[src/rtl/io_pkg.sv]
// Shared types and default channel masks for the I/O channel unit.
package io_pkg;

   localparam int IO_CH_COUNT = 16;

   typedef logic [14:0] io_word_t;
   typedef logic [3:0]  io_chan_t;

   typedef struct packed {
      io_chan_t chan;
      io_word_t data;
   } io_entry_t;

   localparam logic [15:0] IO_OUT_MASK_DEFAULT = 16'h00F0;
   localparam logic [15:0] IO_IN_MASK_DEFAULT  = 16'h0F00;

endpackage

[src/rtl/io_fifo.sv]
// Synchronous FIFO of channel entries; a push into a full FIFO succeeds
// only when the head is popped in the same cycle.
module io_fifo
   import io_pkg::*;
#(
   parameter int DEPTH = 4
) (
   input  logic                   clock,
   input  logic                   reset,
   input  logic                   push,
   input  io_entry_t              push_entry,
   output logic                   full,
   output logic                   out_valid,
   input  logic                   out_ready,
   output io_entry_t              out_entry,
   output logic [$clog2(DEPTH):0] count
);

   localparam int AW = $clog2(DEPTH);

   // Handshake: the head transfers on any edge where out_valid && out_ready;
   // out_entry holds steady while out_valid=1 and out_ready=0.
   io_entry_t       mem [DEPTH];
   logic [AW-1:0]   wr_ptr;
   logic [AW-1:0]   rd_ptr;
   logic            pop;
   logic            push_ok;

   assign full      = (count == ($clog2(DEPTH)+1)'(DEPTH));
   assign out_valid = (count != '0);
   assign pop       = out_valid && out_ready;
   assign push_ok   = push && (!full || pop);
   assign out_entry = out_valid ? mem[rd_ptr] : '0;

   always_ff @(posedge clock) begin
      if (reset) begin
         wr_ptr <= '0;
         rd_ptr <= '0;
         count  <= '0;
      end else begin
         if (push_ok) wr_ptr <= wr_ptr + 1'b1;
         if (pop)     rd_ptr <= rd_ptr + 1'b1;
         case ({push_ok, pop})
            2'b10:   count <= count + 1'b1;
            2'b01:   count <= count - 1'b1;
            default: count <= count;
         endcase
      end
   end

   always_ff @(posedge clock) begin
      if (push_ok) mem[wr_ptr] <= push_entry;
   end

endmodule

[src/rtl/io_channel_unit.sv]
// Sixteen 15-bit I/O channel registers with same-cycle read forwarding,
// peripheral-owned input channels and an outbound queue for output channels.
module io_channel_unit
   import io_pkg::*;
#(
   parameter int          FIFO_DEPTH = 4,
   parameter logic [15:0] OUT_MASK   = IO_OUT_MASK_DEFAULT,
   parameter logic [15:0] IN_MASK    = IO_IN_MASK_DEFAULT
) (
   input  logic                        clock,
   input  logic                        reset,
   input  logic                        IO_write_en,
   input  logic [3:0]                  IO_write_sel,
   input  logic [14:0]                 IO_write_data,
   input  logic [3:0]                  IO_read_sel,
   output logic [14:0]                 IO_read_data,
   input  logic                        in_valid,
   input  logic [3:0]                  in_chan,
   input  logic [14:0]                 in_data,
   output logic                        out_valid,
   input  logic                        out_ready,
   output logic [3:0]                  out_chan,
   output logic [14:0]                 out_data,
   input  logic                        ovf_clear,
   output logic                        overflow,
   output logic [$clog2(FIFO_DEPTH):0] fifo_count
);

   io_word_t  ch [IO_CH_COUNT];
   logic      core_ok;
   logic      per_ok;
   logic      push;
   logic      full;
   logic      drop;
   io_entry_t head;

   // Core and peripheral own disjoint channel sets, so both writes can land together.
   assign core_ok = IO_write_en && !IN_MASK[IO_write_sel];
   assign per_ok  = in_valid && IN_MASK[in_chan];
   assign push    = core_ok && OUT_MASK[IO_write_sel];
   assign drop    = push && full && !(out_valid && out_ready);

   always_ff @(posedge clock) begin
      if (reset) begin
         for (int i = 0; i < IO_CH_COUNT; i++) ch[i] <= '0;
      end else begin
         if (core_ok) ch[IO_write_sel] <= IO_write_data;
         if (per_ok)  ch[in_chan]      <= in_data;
      end
   end

   always_comb begin
      IO_read_data = ch[IO_read_sel];
      if (core_ok && (IO_write_sel == IO_read_sel)) begin
         IO_read_data = IO_write_data;
      end else if (per_ok && (in_chan == IO_read_sel)) begin
         IO_read_data = in_data;
      end
   end

   always_ff @(posedge clock) begin
      if (reset) begin
         overflow <= 1'b0;
      end else if (drop) begin
         overflow <= 1'b1;
      end else if (ovf_clear) begin
         overflow <= 1'b0;
      end
   end

   io_fifo #(
      .DEPTH(FIFO_DEPTH)
   ) u_fifo (
      .clock      (clock),
      .reset      (reset),
      .push       (push),
      .push_entry ('{chan: IO_write_sel, data: IO_write_data}),
      .full       (full),
      .out_valid  (out_valid),
      .out_ready  (out_ready),
      .out_entry  (head),
      .count      (fifo_count)
   );

   assign out_chan = head.chan;
   assign out_data = head.data;

endmodule

[config.mk]
export PLATFORM = sky130hd
export DESIGN_NAME = io_channel_unit
export DESIGN_NICKNAME = d
export VERILOG_FILES = /design/src/rtl/io_pkg.sv /design/src/rtl/io_fifo.sv /design/src/rtl/io_channel_unit.sv
export SDC_FILE = /design/constraint.sdc
export NUM_CORES = 1
export LEC_CHECK = 0
export ABC_AREA = 1
export ABC_CLOCK_PERIOD_IN_PS = 1980
export BUFFER_PORTS_ARGS = -buffer_cell sky130_fd_sc_hd__buf_2
export CORE_UTILIZATION = 35
export CTS_CLUSTER_DIAMETER = 60
export DETAILED_ROUTE_END_ITERATION = 10
export MAX_ROUTING_LAYER = met4
export REMOVE_ABC_BUFFERS = 1
export SYNTH_ARGS = -nofsm -noshare
export SYNTH_HDL_FRONTEND = slang
export SYNTH_SLANG_ARGS = --single-unit
[constraint.sdc]
create_clock -name clock -period 1.98 [get_ports clock]
set_input_delay 0.099 -clock clock [delete_from_list [all_inputs] [get_ports clock]]
set_output_delay 0.099 -clock clock [all_outputs]
set_load 0.01 [all_outputs]
==> impl_metrics.toml <==
[status]
outcome = "finished clean"

[sta]
holdWs_ps = 33.99
rsz0062_at_grt = "yes"
fin_crit_ps = 1887
fmax_ghz = 0.5300
hold_viol = 0
drv_slew = 0
skew_ps = 4.238
worst_slew_pin_slew_ps = 612.2
relSlewSlack_pct = 59.14
finalCritPeriodShare_pct = 95.29
setup_violations = 0

[grt]
first_global_vias = 11171
grt_first_pass_wirelength_um = 64390
grt_use_total_pct = 19.32
antenna_found_initial = 1
grt-ovfl-total = 0
grt_max_degree = 39

[floorplan]
core_area_sq_um = 43360
rows = 76
die_w_um = 212.4
die_area_sq_um = 45110
ios = 87
die_y_um = 212.4
initial_core_util_pct = 35.73

[drt]
num_vias = 11703
drtIter0Drc = 1018
finalWirelength_um = 41840
antenna_left = 0
firstDrtPassIters = 5
vias_per_cell = 4.785
drc = 0
wl_per_cell_um = 17.11

[placed_design]
place.gp.congestion = 0.8230
io_buffers = 86
hpwlAfterDp_um = 27530
postPlaceCellArea_sq_um = 16910

[worst_setup_path]
critPathKind = "reg -> out"
crit_fanout = 1
worstPathArrival_ps = 1790
critPathRequiredTime_ps = 1880
end_kind = "output pin"
start_kind = "register"

[clocking]
cts_sinks = 326
cts-buffers-inserted = 37
tritoncts = "done"
cts.path.max_buffers = 3
htree_levels = 2
insertion_delay_ps = 510
root_buffer = "clkbuf_16"
cts.clk_slew.worst_paths_ps = 60

[finish]
final_area_sq_um = 18460
syn_to_final_growth_pct = 19.17
fin_nets = 1887
drive_above_1_share_pct = 14.68

[synth]
seq_area_frac_synth_pct = 62.54
yosysWarnings = 0
ys_types = 30
syn_area_sq_um = 15490
synthesis.instances = 1690
ys_ff_latch = 326
synth.avg_cell_area_sq_um = 9.168

[min_path]
worstHoldPathType = "in -> reg"

[job]
cap_viol_max_count = 0

[pwr]
power_leakage_nw = 8.025
power_density_nw_per_um2 = 908.3
power_mw = 16.77
ir_worst_vdd_v = 0.0004903
worst paths after layout:
| kind | start | end | slack (ps) | cells past startpoint |
|---|---|---|---|---|
| min reg2reg | u_fifo.rd_ptr[0] | register | 470 | 1 |
| max | ch[8][8] | IO_read_data[8] | 90 | 9 |
| max reg2reg | u_fifo.count[1] | u_fifo.count[2] | 160 | 10 |
| min | in_data[8] | ch[10][8] | 30 | 3 |
worst max-delay path, cell delays in order (launching register included):
cell and delay [ps]:
edfxtp_1 330, inv_1 40, nand2_1 50, nand3_1 70, a21oi_1 340, nor2_1 90, nand2_1 80, nand2_1 50
nand2_1 80, buf_2 130
repair_timing:
action	CTS	global route
hold endpoints to repair	115	0
gates resized for setup	3	6
buffers inserted	0	1
pin swaps	0	2
endpoints found under the setup margin	19	7
hold buffers	32	0
sequential cells by signal (all words and copies together), names as in the netlist, named ones only:
register       cells
u_fifo.count       3
ch               240
overflow           1
u_fifo.wr_ptr      2
u_fifo.mem        76
u_fifo.rd_ptr      2
per-stage QoR:
stage | setup TNS (ps) | setup slack, ps | util, % | instances
floorplan | -3483 | -741.4 | - | 1591
global placement | 0 | 113.0 | 39.00 | 2346
detailed placement | 0 | 156.9 | 39.00 | 2346
CTS | 0 | 64.72 | 42.52 | 2444
global route | -31.11 | -31.11 | 42.58 | 2446
finish | 0 | 93.22 | 42.58 | 2446
cell usage after synthesis, drive strengths merged:
cell type,instances,area [sq um]
a21oi,44,220.2
a2bb2oi,1,8.760
buf,72,466.7
clkbuf,27,101.4
clkinv,1,3.750
dfxtp,10,200.2
edfxtp,316,9489
fa,1,20.02
ha,5,62.56
inv,194,733.2
nand2,444,1692
nand3,112,565.5
nand4,1,6.260
nor2,377,1425
nor3,6,55.05
o21ai,76,417.9
xnor2,1,8.760
xor2,2,17.52
cell type report:
type                            instances  area, sq um
Antenna cell                            1        2.502
Clock buffer                           49         1033
Clock inverter                         17        166.4
Fill cell                            4212        24900
Inverter                              195        740.7
Multi-Input combinational cell       1070         4514
Sequential cell                       326         9693
Tap cell                              585        732.0
Timing Repair Buffer                  203         1582
power by group:
part	switching (mW)	leakage (nW)	internal, mW
combinational	1.32	4.38	0.676
clock	2.70	0.586	4.07
sequential	0.110	3.06	7.89
total	4.13	8.02	12.6
routing by layer:
metal / up-vias / GRT usage (%) / wire length [um]
met3: 75 / 2.526 / 2859
met1: 5552 / 25.11 / 17800
met4: 0 / 5.904 / 1077
li1: 5675 / - / -
met5: - / - / 0
met2: 401 / 31.43 / 20100
cells in the final DEF (no fill, tap or decap), types with 6 or more instances in the layout:
master / count
a21oi_1: 44
buf_12: 14
buf_2: 85
buf_4: 69
clkbuf_1: 8
clkbuf_16: 39
clkinv_1: 6
dfxtp_1: 9
dlygate4sd3_1: 32
edfxtp_1: 316
inv_1: 179
inv_2: 12
nand2_1: 434
nand2_2: 10
nand3_1: 111
nor2_1: 371
nor3_2: 6
o21ai_0: 45
o21ai_1: 21
o21ai_2: 10
kinds of logic after synthesis:
group                    count (synthesis)  share of synthesized area, %
buffers and inverters                  294                         8.423
AO/OA/AOI/OAI                          121                         4.175
XOR/XNOR                                 3                        0.1696
adder cells (fa/ha/maj)                  6                        0.5330
AND/OR/NAND/NOR                        940                         24.16
flip-flops                             326                         62.54
(Power assumes the default switching activity.)
